### config.mk
export PLATFORM = sky130hd
export DESIGN_NAME = hazard_unit
export DESIGN_NICKNAME = d
export VERILOG_FILES = /design/src/rtl/hazard_unit.sv
export SDC_FILE = /design/constraint.sdc
export NUM_CORES = 1
export LEC_CHECK = 0
export BUFFER_PORTS_ARGS = -buffer_cell sky130_fd_sc_hd__buf_2
export CAP_MARGIN = 20
export CORE_UTILIZATION = 45
export CTS_CLUSTER_SIZE = 28
export DETAILED_ROUTE_END_ITERATION = 8
export PLACE_DENSITY = 0.62
export SLEW_MARGIN = 20
export SYNTH_ARGS = -nofsm -noshare
export SYNTH_HDL_FRONTEND = slang
export SYNTH_SLANG_ARGS = --single-unit
### constraint.sdc
create_clock -name clk -period 5.19 [get_ports clk]
set_input_delay 0.7785 -clock clk [delete_from_list [all_inputs] [get_ports clk]]
set_output_delay 0.7785 -clock clk [all_outputs]
set_load 0.02 [all_outputs]
### src/rtl/hazard_unit.sv
// Five-stage pipeline hazard unit: forwarding selects, load-use stall and branch flush.
// Shadows the E/M/W destination/source fields so all decisions are made locally.
module hazard_unit (
   input  logic       clk,
   input  logic       resetn,
   input  logic [4:0] rs1D,
   input  logic [4:0] rs2D,
   input  logic [4:0] rdD,
   input  logic       regwriteD,
   input  logic       loadD,
   input  logic       pcsrcE,
   input  logic       hold,
   output logic [1:0] forwardAE,
   output logic [1:0] forwardBE,
   output logic       stallF,
   output logic       stallD,
   output logic       flushD,
   output logic       flushE
);

   localparam int unsigned REG_W = 5;
   localparam int unsigned FWD_W = 2;

   localparam logic [FWD_W-1:0] FWD_RF  = FWD_W'(0);
   localparam logic [FWD_W-1:0] FWD_WB  = FWD_W'(1);
   localparam logic [FWD_W-1:0] FWD_MEM = FWD_W'(2);

   logic [REG_W-1:0] rs1E, rs2E, rdE, rdM, rdW;
   logic             regwriteE, loadE, regwriteM, regwriteW;

   logic [FWD_W-1:0] fwd_a, fwd_b;
   logic             lwstall;
   logic             flush_e_raw;

   // Hazard detection; x0 is excluded from every match
   always_comb begin
      fwd_a = FWD_RF;
      fwd_b = FWD_RF;

      if (regwriteM && (rdM != '0) && (rdM == rs1E))
         fwd_a = FWD_MEM;
      else if (regwriteW && (rdW != '0) && (rdW == rs1E))
         fwd_a = FWD_WB;

      if (regwriteM && (rdM != '0) && (rdM == rs2E))
         fwd_b = FWD_MEM;
      else if (regwriteW && (rdW != '0) && (rdW == rs2E))
         fwd_b = FWD_WB;

      lwstall     = loadE && (rdE != '0) && ((rs1D == rdE) || (rs2D == rdE));
      flush_e_raw = (lwstall || pcsrcE) && !hold;
   end

   // Outputs forced low while reset is held
   always_comb begin
      forwardAE = FWD_RF;
      forwardBE = FWD_RF;
      stallF    = 1'b0;
      stallD    = 1'b0;
      flushD    = 1'b0;
      flushE    = 1'b0;
      if (resetn) begin
         forwardAE = fwd_a;
         forwardBE = fwd_b;
         stallF    = lwstall || hold;
         stallD    = lwstall || hold;
         flushD    = pcsrcE && !hold;
         flushE    = flush_e_raw;
      end
   end

   // Shadow pipeline: E takes D (or a bubble), M takes E, W takes M
   always_ff @(posedge clk) begin
      if (!resetn) begin
         rs1E      <= '0;
         rs2E      <= '0;
         rdE       <= '0;
         regwriteE <= 1'b0;
         loadE     <= 1'b0;
         rdM       <= '0;
         regwriteM <= 1'b0;
         rdW       <= '0;
         regwriteW <= 1'b0;
      end else if (!hold) begin
         rdW       <= rdM;
         regwriteW <= regwriteM;
         rdM       <= rdE;
         regwriteM <= regwriteE;
         if (flush_e_raw) begin
            rs1E      <= '0;
            rs2E      <= '0;
            rdE       <= '0;
            regwriteE <= 1'b0;
            loadE     <= 1'b0;
         end else begin
            rs1E      <= rs1D;
            rs2E      <= rs2D;
            rdE       <= rdD;
            regwriteE <= regwriteD;
            loadE     <= loadD;
         end
      end
   end

endmodule
* Yosys cells after proc, flatten, opt, wreduce, memory -nomap -nowiden
Index checks and enable logic that the tools add are counted.
** Storage, ports and cells
- Word-level logic and storage cells :: 46
- Bits in registers :: 29
- Output and inout port bits :: 8
- Input port bits :: 21
** Cells by class
- Mux-type cells :: 14
- Reductions and logical operators :: 17
- Eq/ne operators :: 6
** Operator list (number)
- equality test 5 bit :: 6
- 2-to-1 mux 5 bit :: 3
- nonzero test 5 bit :: 3
- logical AND 1 bit :: 10
- 2-to-1 mux 2 bit :: 4
- 2-to-1 mux 1 bit :: 7
- logical OR 1 bit :: 3
- zero test 1 bit :: 1

* Longest topological paths before layout
- Depth in word-level cells :: 6
- Mapped depth :: 7
- Gate-level depth less buffers :: 5

* Worst setup path after synthesis
OpenSTA, ideal clock, no wires.
- Kind :: input to output
- Start :: in rs2D[3]
- End :: out stallF
- Cell stages on the path :: 7
- Data arrival time :: 2.083 ns
- Data required time :: 4.411 ns
- Path buffers :: 2
- Setup slack :: 2.329 ns
- Cell sequence :: xor2_1 -> nor3_1 -> nand3_1 -> a21oi_4 -> buf_6 -> o21a_1 -> buf_4
** On the way
- Cells in the longest elaborated chain, start to end :: 5
** RTL lines
- start: declaration :: RTL line 7 : input logic [4:0] rs2D,
- equality test 5 bit :: RTL line 50 : lwstall = loadE && (rdE != '0) && ((rs1D == rdE) || (rs2D == rdE));
- logical OR 1 bit :: RTL line 50
- logical AND 1 bit :: RTL line 50
- logical OR 1 bit
- 2-to-1 mux 1 bit
- end: declaration :: RTL line 15 : output logic stallF,
Every way passes these cells.

* Worst setup path after layout
- Start :: in hold
- End :: out flushE
** On the way
- Cells in the longest elaborated chain, start to end :: 3
** RTL lines
- start: declaration :: RTL line 12 : input logic hold,
- zero test 1 bit
- logical AND 1 bit :: RTL line 51 : flush_e_raw = (lwstall || pcsrcE) && !hold;
- 2-to-1 mux 1 bit :: RTL line 62 : if (resetn) begin
- end: declaration :: RTL line 18 : output logic flushE
Every way passes these cells.

==> results_dict.tcl <==
set metrics [dict create \
    outcome "complete, no violations" \
    timing_worst_slew_pin_value_ns 0.930 \
    cp.arrival_ns 2.54 \
    setup_ws_ns 1.87 \
    numCtsBuffers 5 \
    wl_met3_um 204 \
    clk_latency_ns 0.33 \
    cts_tree "done" \
    cp_common_cell "buf_2" \
    syn-num-nets 193 \
    clockRootBuffer "clkbuf_4" \
    routabilityCongestion 0.815 \
    rsz0062_at_grt "false" \
    grt_pass1_wl_mm 6.18 \
    mostFrequentLayoutCell "dfxtp_1" \
    cp-startpoint "hold" \
    hpwl_mm 2.48 \
    startpoint_type "input port" \
    skew_ns 0.0119 \
    slew_viol_final 0 \
    m1WireLength_mm 1.80 \
    fin_tns_setup_ns 0 \
    yosysUniqueCellTypes 28 \
    wl_mm 3.68 \
    via_per_inst 5.38 \
    syn_inst 172 \
    setup_viol 0 \
    vdd_ir_drop_max_mv 0.136 \
    max_freq_mhz 301 \
    min_path_type "flip-flop to flip-flop" \
    path_class "input port to output port" \
    area_growth_pct 12.7 \
    min_period_over_period_pct 64.0 \
    ctsResizeCount 0 \
    pin_count 29 \
    path_cells "buf_2 -> nand2b_1 -> o21ba_2 -> buf_2" \
    drt_iter0_markers 66 \
    crit_slowest_cell "nand2b_1" \
    min_period_ns 3.32 \
    grt_antenna_before_repair 0 \
    place_area_um2 1790 \
    min-delay-start "regwriteE" \
    drive_gt1_share_pct 25.5 \
    r2r-start "rdE[3]" \
    hold_viol_final 0 \
    htree_levels 2 \
    fin_cells 242 \
    synth.avg_cell_area_um2 9.60 \
    drt-pass1-iter-count 4 \
    leakage_nw 0.896 \
    rows 21 \
    critPathRequiredTime_ns 4.41 \
    finalInstanceArea_um2 1860 \
    avgRoutedWirePerCell_um 15.2 \
    synth.cell_area_um2 1650 \
    final_nets 216 \
    holdBufCountCts 0 \
    max_stage_delay_ns 0.81 \
    cap_violations 0 \
    postRouteAntennaNets 0 \
    wl_met2_mm 1.62 \
    clock_sinks 29 \
    synth_warnings 0 \
    start_util_pct 48.4 \
    die_h_um 62.6 \
    die_x_um 62.6 \
    top_layer "met4" \
    worstPathMaxFanout 31 \
    most-common-layout-cells "dfxtp_1, buf_2, nand3_1" \
    core-area_um2 3420 \
    ys_ff_latch 29 \
    drc_errors 0 \
    die-area_um2 3920 \
    path_clk_slew_ns 0.09 \
    grt_pass1_vias 1237 \
    whs_ns 0.508 \
    antenna_cells 0 \
    pre_cts_slack_ns 1.87 \
    dp_cells 234 \
    critPathCaptureType "output port" \
    yosysSeqAreaShare_pct 35.2 \
    power.density_nw_per_um2 245 \
    grt_overflow 0 \
    track_usage_pct 20.3 \
    vias 1301 \
    postCtsSetupRepairBufs 0 \
    portBuffers 28 \
    relSlewSlack_pct 38.0 \
    grt_max_degree 35 \
    clk_path_buf_depth 2 \
]
[layer usage]
layer | vias up | GRT usage (%)
met4 | 0 | 8.14
met5 | - | 0
met1 | 608 | 27.6
li1 | 649 | -
met3 | 5 | 6.75
met2 | 39 | 29.3
[flip-flops by register name (all words and copies together), names as in the netlist]
| name | cells |
|---|---|
| rs2E | 5 |
| rdW | 5 |
| rdM | 5 |
| loadE | 1 |
| regwriteE | 1 |
| rdE | 5 |
| rs1E | 5 |
| regwriteW | 1 |
| regwriteM | 1 |
[layout make-up]
cell class	count	area (µm²)
multi-input combinational	113	946
sequential	29	581
timing repair buffer	28	140
clock inverter	1	5.00
inverter	18	67.6
clock buffer	7	65.1
tap	46	57.6
fill	327	1550
[logic make-up (layout without fill, tap and decap cells)]
family	Yosys count	after routing	synth area share (%)
AO/OA/AOI/OAI	23	23	16.4
buffers and inverters	30	54	7.58
flip-flops	29	29	35.2
AND/OR/NAND/NOR	48	48	17.7
XOR/XNOR	30	30	15.9
multiplexers	12	12	7.27
[final timing paths]
check                                 end  slack [ns]  cells past startpoint
worst min-delay path            regwriteE        0.51                      2
worst min register to register  regwriteE        0.51                      2
worst max register to register    rs2E[2]        3.42                      5
worst max-delay path               flushE        1.87                      4
[critical path: cells and delay by family]
| family | cells | cell delay (ns) |
|---|---|---|
| buffers and inverters | 2 | 0.69 |
| AND/OR/NAND/NOR | 1 | 0.81 |
| AO/OA/AOI/OAI | 1 | 0.26 |
[synth_stat cells]
library cell  count  area (µm²)
xnor2_1          10        87.6
inv_1            18        67.6
o211ai_1          1        7.51
nor2b_1          12        75.1
or4_4             1        11.3
o21ba_2           1        10.0
o41ai_1           9        78.8
nor4_2            2        25.0
o21ai_0           1        5.00
nand2b_1          1        6.26
buf_1             3        11.3
clkbuf_1          6        22.5
buf_4             1        7.51
o41ai_2           8         130
a21oi_4           1        16.3
nor3_1            2        10.0
buf_6             1        11.3
nor4_1            2        12.5
mux2i_1          12         120
buf_2             1        5.00
o21a_1            1        7.51
and2_1            2        12.5
nand3_1          21         105
nor2_1            1        3.75
dfxtp_1          29         581
o21ai_4           1        16.3
xor2_1           20         175
or4_1             4        30.0
[power by group]
| group | internal (W) | switching [W] | leakage (nW) |
|---|---|---|---|
| Combinational | 0.0000266 | 0.0000321 | 0.619 |
| Clock | 0.0000784 | 0.0000802 | 0.0413 |
| Sequential | 0.000229 | 0.00000974 | 0.236 |
| Total | 0.000334 | 0.000122 | 0.896 |
[stage by stage]
stage | power (W) | utilization [%]
CTS | 0.000460 | 54.5
global route | 0.000479 | 54.5
finish | 0.000456 | 54.5
detailed placement | 0.000303 | 52.5
global placement | 0.000301 | 52.5
floorplan | 0.000284 | -
No activity file was read; power rests on OpenSTA's default activity.
